## src/rtl/instr_fetch.sv

```systemverilog
// instr_fetch: IF stage of the LEGv8 datapath.
// Owns the PC and runs a req/ready handshake to instruction memory. The fetched
// word is held in the IF/ID register. Taken branches reported by main_control
// redirect the PC to a target computed here from the IF/ID word.
// A one-entry skid buffer catches a word that returns while ID is stalled. A
// redirect that arrives mid-request drains the pending fetch before retargeting.
module instr_fetch #(
    parameter logic [63:0] RESET_PC = 64'h0
) (
    input  logic        clk,
    input  logic        reset_n,
    input  logic        stall,
    input  logic        BrTaken,
    input  logic        UncondBr,
    output logic        imem_req,
    output logic [63:0] imem_addr,
    input  logic        imem_ready,
    input  logic [31:0] imem_rdata,
    output logic [31:0] instr,
    output logic [63:0] instr_pc,
    output logic        instr_valid,
    output logic [10:0] opcode
);

    typedef enum logic [1:0] {
        FETCH = 2'd0,   // request outstanding at pc
        DRAIN = 2'd1,   // request outstanding at a stale pc; redirect parked in tgt
        HELD  = 2'd2    // slot stalled, next word parked in skid, no request
    } fetchState_t;

    typedef struct packed {
        logic [31:0] word;
        logic [63:0] pc;
    } skid_t;

    fetchState_t state, stateNext;
    logic [63:0] pc, pcNext;
    logic [63:0] tgt, tgtNext;
    logic [31:0] instrQ, instrNext;
    logic [63:0] instrPcQ, instrPcNext;
    logic        instrValidQ, instrValidNext;
    skid_t       skid, skidNext;

    logic        consume;
    logic        redirect;
    logic [63:0] immSext;
    logic [63:0] target;
    logic [63:0] pcPlus4;

    // Branch target from the word in IF/ID: B uses imm26, CB* uses imm19.
    always_comb begin
        immSext = '0;
        if (UncondBr) begin
            immSext = {{38{instrQ[25]}}, instrQ[25:0]};
        end else begin
            immSext = {{45{instrQ[23]}}, instrQ[23:5]};
        end
        target  = instrPcQ + (immSext << 2);
        pcPlus4 = pc + 64'd4;
    end

    assign consume  = instrValidQ & ~stall;
    assign redirect = consume & BrTaken;

    // Request is gated by reset_n so it drops as soon as reset asserts.
    assign imem_req    = reset_n & (state != HELD);
    assign imem_addr   = pc;
    assign instr       = instrQ;
    assign instr_pc    = instrPcQ;
    assign instr_valid = instrValidQ;
    assign opcode      = instrQ[31:21];

    // Next-state and next IF/ID contents for each fetch state.
    always_comb begin
        stateNext      = state;
        pcNext         = pc;
        tgtNext        = tgt;
        instrNext      = instrQ;
        instrPcNext    = instrPcQ;
        instrValidNext = instrValidQ;
        skidNext       = skid;

        unique case (state)
            FETCH: begin
                if (imem_ready) begin
                    if (redirect) begin
                        // Word fetched past a taken branch is dropped.
                        pcNext         = target;
                        instrValidNext = 1'b0;
                    end else if (!instrValidQ || !stall) begin
                        instrNext      = imem_rdata;
                        instrPcNext    = pc;
                        instrValidNext = 1'b1;
                        pcNext         = pcPlus4;
                    end else begin
                        // Slot occupied and stalled: park the word and stop fetching.
                        skidNext.word = imem_rdata;
                        skidNext.pc   = pc;
                        pcNext        = pcPlus4;
                        stateNext     = HELD;
                    end
                end else if (redirect) begin
                    // Address must stay put until the pending request completes.
                    tgtNext        = target;
                    instrValidNext = 1'b0;
                    stateNext      = DRAIN;
                end else if (consume) begin
                    instrValidNext = 1'b0;
                end
            end

            DRAIN: begin
                if (imem_ready) begin
                    pcNext    = tgt;
                    stateNext = FETCH;
                end
            end

            HELD: begin
                if (!stall) begin
                    if (BrTaken) begin
                        pcNext         = target;
                        instrValidNext = 1'b0;
                    end else begin
                        instrNext      = skid.word;
                        instrPcNext    = skid.pc;
                        instrValidNext = 1'b1;
                    end
                    stateNext = FETCH;
                end
            end

            default: begin
                stateNext = FETCH;
            end
        endcase
    end

    // State, PC and IF/ID registers; reset abandons any outstanding request.
    always_ff @(posedge clk or negedge reset_n) begin
        if (!reset_n) begin
            state       <= FETCH;
            pc          <= RESET_PC;
            tgt         <= '0;
            instrQ      <= '0;
            instrPcQ    <= '0;
            instrValidQ <= 1'b0;
            skid        <= '0;
        end else begin
            state       <= stateNext;
            pc          <= pcNext;
            tgt         <= tgtNext;
            instrQ      <= instrNext;
            instrPcQ    <= instrPcNext;
            instrValidQ <= instrValidNext;
            skid        <= skidNext;
        end
    end

endmodule

```

## config.mk

```make
export PLATFORM = sky130hd
export DESIGN_NAME = instr_fetch
export DESIGN_NICKNAME = d
export VERILOG_FILES = /design/src/rtl/instr_fetch.sv
export SDC_FILE = /design/constraint.sdc
export NUM_CORES = 1
export LEC_CHECK = 0
export ABC_CLOCK_PERIOD_IN_PS = 5400
export CORE_UTILIZATION = 53
export DETAILED_ROUTE_END_ITERATION = 8
export PLACE_DENSITY = 0.85
export SLEW_MARGIN = 20
export SYNTH_ARGS = -nofsm -noshare
export SYNTH_HDL_FRONTEND = slang
export SYNTH_SLANG_ARGS = --single-unit
export TNS_END_PERCENT = 1
```

## constraint.sdc

```tcl
create_clock -name clk -period 5.4 [get_ports clk]
set_clock_uncertainty 0.15 [all_clocks]
set_input_delay 1.08 -clock clk [delete_from_list [all_inputs] [get_ports clk]]
set_output_delay 1.08 -clock clk [all_outputs]
set_load 0.02 [all_outputs]
```

==> results by group <==
Global routing
  • Vias in the first global route: 18131
  • Most used routing layer in global routing: met2
  • GR Util All Layers: 0.3391
  • First-pass GRT wire length: 102400 um
  • Largest net degree at the start of global routing: around 160
  • Global Route met1 Usage: 0.4482
  • Grt total ovfl: 0
  • Met3 Resource Use GR: 0.05818
  • Met2 usage: 0.5508
  • Initial antenna violation count: 0

Pwr
  • Peak supply drop: 0.8529 mV
  • Int Pwr: 9098 uW
  • Reg power frac: 0.272
  • Clock network power share: 0.145
  • Switching power total: approximately 8300 uW
  • Gate power share: 0.583
  • Power density over the cells: 728.5 mW/mm2
  • Leak: 0.01027 uW
  • Sw Share: 0.4772

Timing
  • Setup TNS: 0 ns
  • Worst Tran Pin Value: around 1 ns
  • Fin. max-slew vios: 0
  • Unrepaired setup endpoints after global routing: false
  • Final setup fails: 0
  • Setup ws final: 0.6434 ns
  • Hold Fails Final Rpt: 0
  • Minimum clock period: 4.757 ns
  • Slew margin rel.: 0.3234
  • Fin crit share: 0.8809
  • Fmax: 210.2 MHz

Clock tree
  • Htree depth: 2
  • Setup bufs post-CTS: 0
  • CTS Buf Count: 37
  • Clk_lat worst skew: 0.57 ns
  • Worst-path clk slew: 0.06 ns
  • TritonCTS clock tree: done
  • Clock buffer depth: 3
  • Clock sinks: 323
  • Clk Tree Root Cell: clkbuf_16
  • Post-cts sizing count: 0
  • Hold_buf cts: 0

Synthesis
  • Top-area cell type share of the netlist area: 0.4036
  • Unique masters post-synth: 90
  • Synth Flop Type: dfrtp_1
  • Synthesized area: 0.02002 mm2
  • Cell taking the most area after synthesis: dfrtp_1
  • Synth Area per Inst: 9.207 um2
  • EDFF count, synth: 0
  • Post-synthesis sequential area ratio: 0.4036
  • Syn Inst Count: between 2000 and 2500
  • Ys Warns: 0
  • Async set-reset flop share out of synthesis: 1.000
  • Post-Syn Nets: 2279
  • Yosys reg bits: approximately 320
  • Synth top area cells: dfrtp_1 (40%), mux2_2 (8.5%), nand2_1 (6.0%), mux2i_1 (5.1%), o21ai_0 (5.0%)

Setup path
  • CP cell instances: clkdlybuf4s50_1, buf_12, nand2b_1, nand2_1, buf_12, ha_1, nand4_1, or4b_1, nor3_1, o21ai_2, a21oi_2, a21oi_1, xor2_1, a21oi_1
  • Crit path largest cell delay: 0.65 ns
  • CP max FO: 34
  • WS Path Type: input port to flop
  • CP required: 5.69 ns
  • CP arrival: 5.05 ns
  • Cell family with most CP delay: simple AND/OR/NAND/NOR gates
  • Slowest CP cell: or4b_1
  • Setup crit start kind: input port
  • CP endpoint kind: flop
  • WP buf/inv: 3

Die
  • Core box area: approximately 0.037 mm2
  • Die ar.: 0.03856 mm2
  • Die Span Y: 196.4 um
  • I/O pin count: 211
  • Die width: 196.4 um
  • Initial Util: 0.5431
  • Core Rows: 70

Route
  • DR pass1 iterations: 6
  • Drt first-iter violations: about 2000
  • Total Wirelength: approximately 65000 um
  • Via count: 18309
  • Final ANT Viol Nets: 0
  • DR vias/cell: around 6.4
  • Remaining DRCs: 0
  • Routed len/inst: 22.77 um

Layout
  • Nets@finish: between 2000 and 2500
  • Layout area overhead: 19.30%
  • Commonest non-fill, non-tap cell in the layout: dfrtp_1
  • Multi-input gate area: 0.01122 mm2
  • Share of cells above drive strength 1: 0.1331
  • Design Area, Final: 0.02389 mm2
  • Register area: 0.008083 mm2
  • Commonest non-fill, non-tap cells in the layout: dfrtp_1 (323), nand2_1 (321), clkdlybuf4s50_1 (209), o21ai_0 (199), a21oi_1 (156)
  • # fillers: 2894
  • Post-Layout Cell Count: 2857

Place
  • Dpl cells: 2790
  • # port buffers: 210
  • Final Wtd Congestion: 1.021
  • Final HPWL DP: 45180 um
  • DP Area: 0.02268 mm2
  • Worst slack at placement: 0.1625 ns

Worst hold path
  • Min-Delay Path Class: input port to async pin

Run
  • Max Cap Violations: 0

Status
  • Status: completed
==> final timing paths <==
| kind | startpoint | to | slack, ns | cells past startpoint |
|---|---|---|---|---|
| setup / recovery | UncondBr | imem_addr[62] | 0.64 | 14 |
| hold / removal | reset_n | imem_addr[54] | 0.29 | 1 |
| setup reg to reg | instr[23] | imem_addr[62] | 1.42 | 12 |
| hold reg to reg | tgt[29] | tgt[29] | 0.33 | 2 |
| max in group asynchronous | reset_n | tgt[12] | 2.79 | 3 |
| min in group clk | tgt[29] | tgt[29] | 0.33 | 2 |
==> area by class of cell <==
cell class / count / area share
timing repair buffer: 276 / 0.1116
multi-input combinational: 1665 / 0.4696
antenna: 1 / 0.0001048
inverter: 22 / 0.003457
clock inverter: 17 / 0.006862
tap: 504 / 0.02640
sequential: 323 / 0.3384
clock buffer: 49 / 0.04363
==> worst register-to-register path, delay by kind of cell (launching register included) <==
kind	cells	cell delay, ns
AO/OA/AOI/OAI	4	0.70
buffers and inverters	1	0.21
adder cells (fa/ha/maj)	1	0.53
flip-flops	1	0.49
AND/OR/NAND/NOR	5	1.58
XOR/XNOR	1	0.23
==> sequential cells by signal, indices dropped and copies added (netlist names) <==
register / flops
imem_addr: 64
state: 2
skid: 96
instr_valid: 1
instr: 32
tgt: 64
instr_pc: 64
==> cell families after synthesis <==
kind of cell             count (synthesis)  synth area share
buffers and inverters                  187           0.03886
AO/OA/AOI/OAI                          639            0.2001
multiplexers                           256            0.1376
adder cells (fa/ha/maj)                 66           0.04161
AND/OR/NAND/NOR                        632            0.1467
flip-flops                             323            0.4036
XOR/XNOR                                72           0.03149
==> metal layers <==
| layer | routed length [um] | vias up |
|---|---|---|
| li1 | - | 8244 |
| met1 | 26970 | 8990 |
| met2 | 30630 | 908 |
| met3 | 5162 | 167 |
| met4 | 2275 | 0 |
| met5 | 0 | - |
==> power by group through the flow <==
stage,registers [uW],clock network [uW],logic [uW]
after floorplan,4880,0,6070
after global placement,4640,0,9680
after detailed placement,4710,0,9920
after CTS,4690,2560,10000
after global routing,4850,2640,10900
final,4730,2530,10100
==> stage by stage <==
stage / util / hold WS (ns) / total power (uW)
floorplan: - / 0.2989 / 10960
CTS: 0.6478 / 0.2940 / 17260
global route: 0.6478 / 0.3191 / 18430
detailed placement: 0.6151 / 0.3206 / 14630
finish: 0.6478 / 0.2851 / 17400
global placement: 0.6151 / 0.3128 / 14320
==> cells in the mapped netlist, drive strengths merged (23+ instances only) <==
library cell / instances
a21o: 33
xnor2: 37
buf: 42
mux2: 154
a211oi: 23
nand2: 322
dfrtp: 323
clkbuf: 123
xor2: 35
mux2i: 102
nor2: 101
ha: 65
nand4: 51
a21oi: 159
o21ai: 225
nand3: 45
nor3: 24
o21bai: 23
Power figures use the tool's default switching activity.
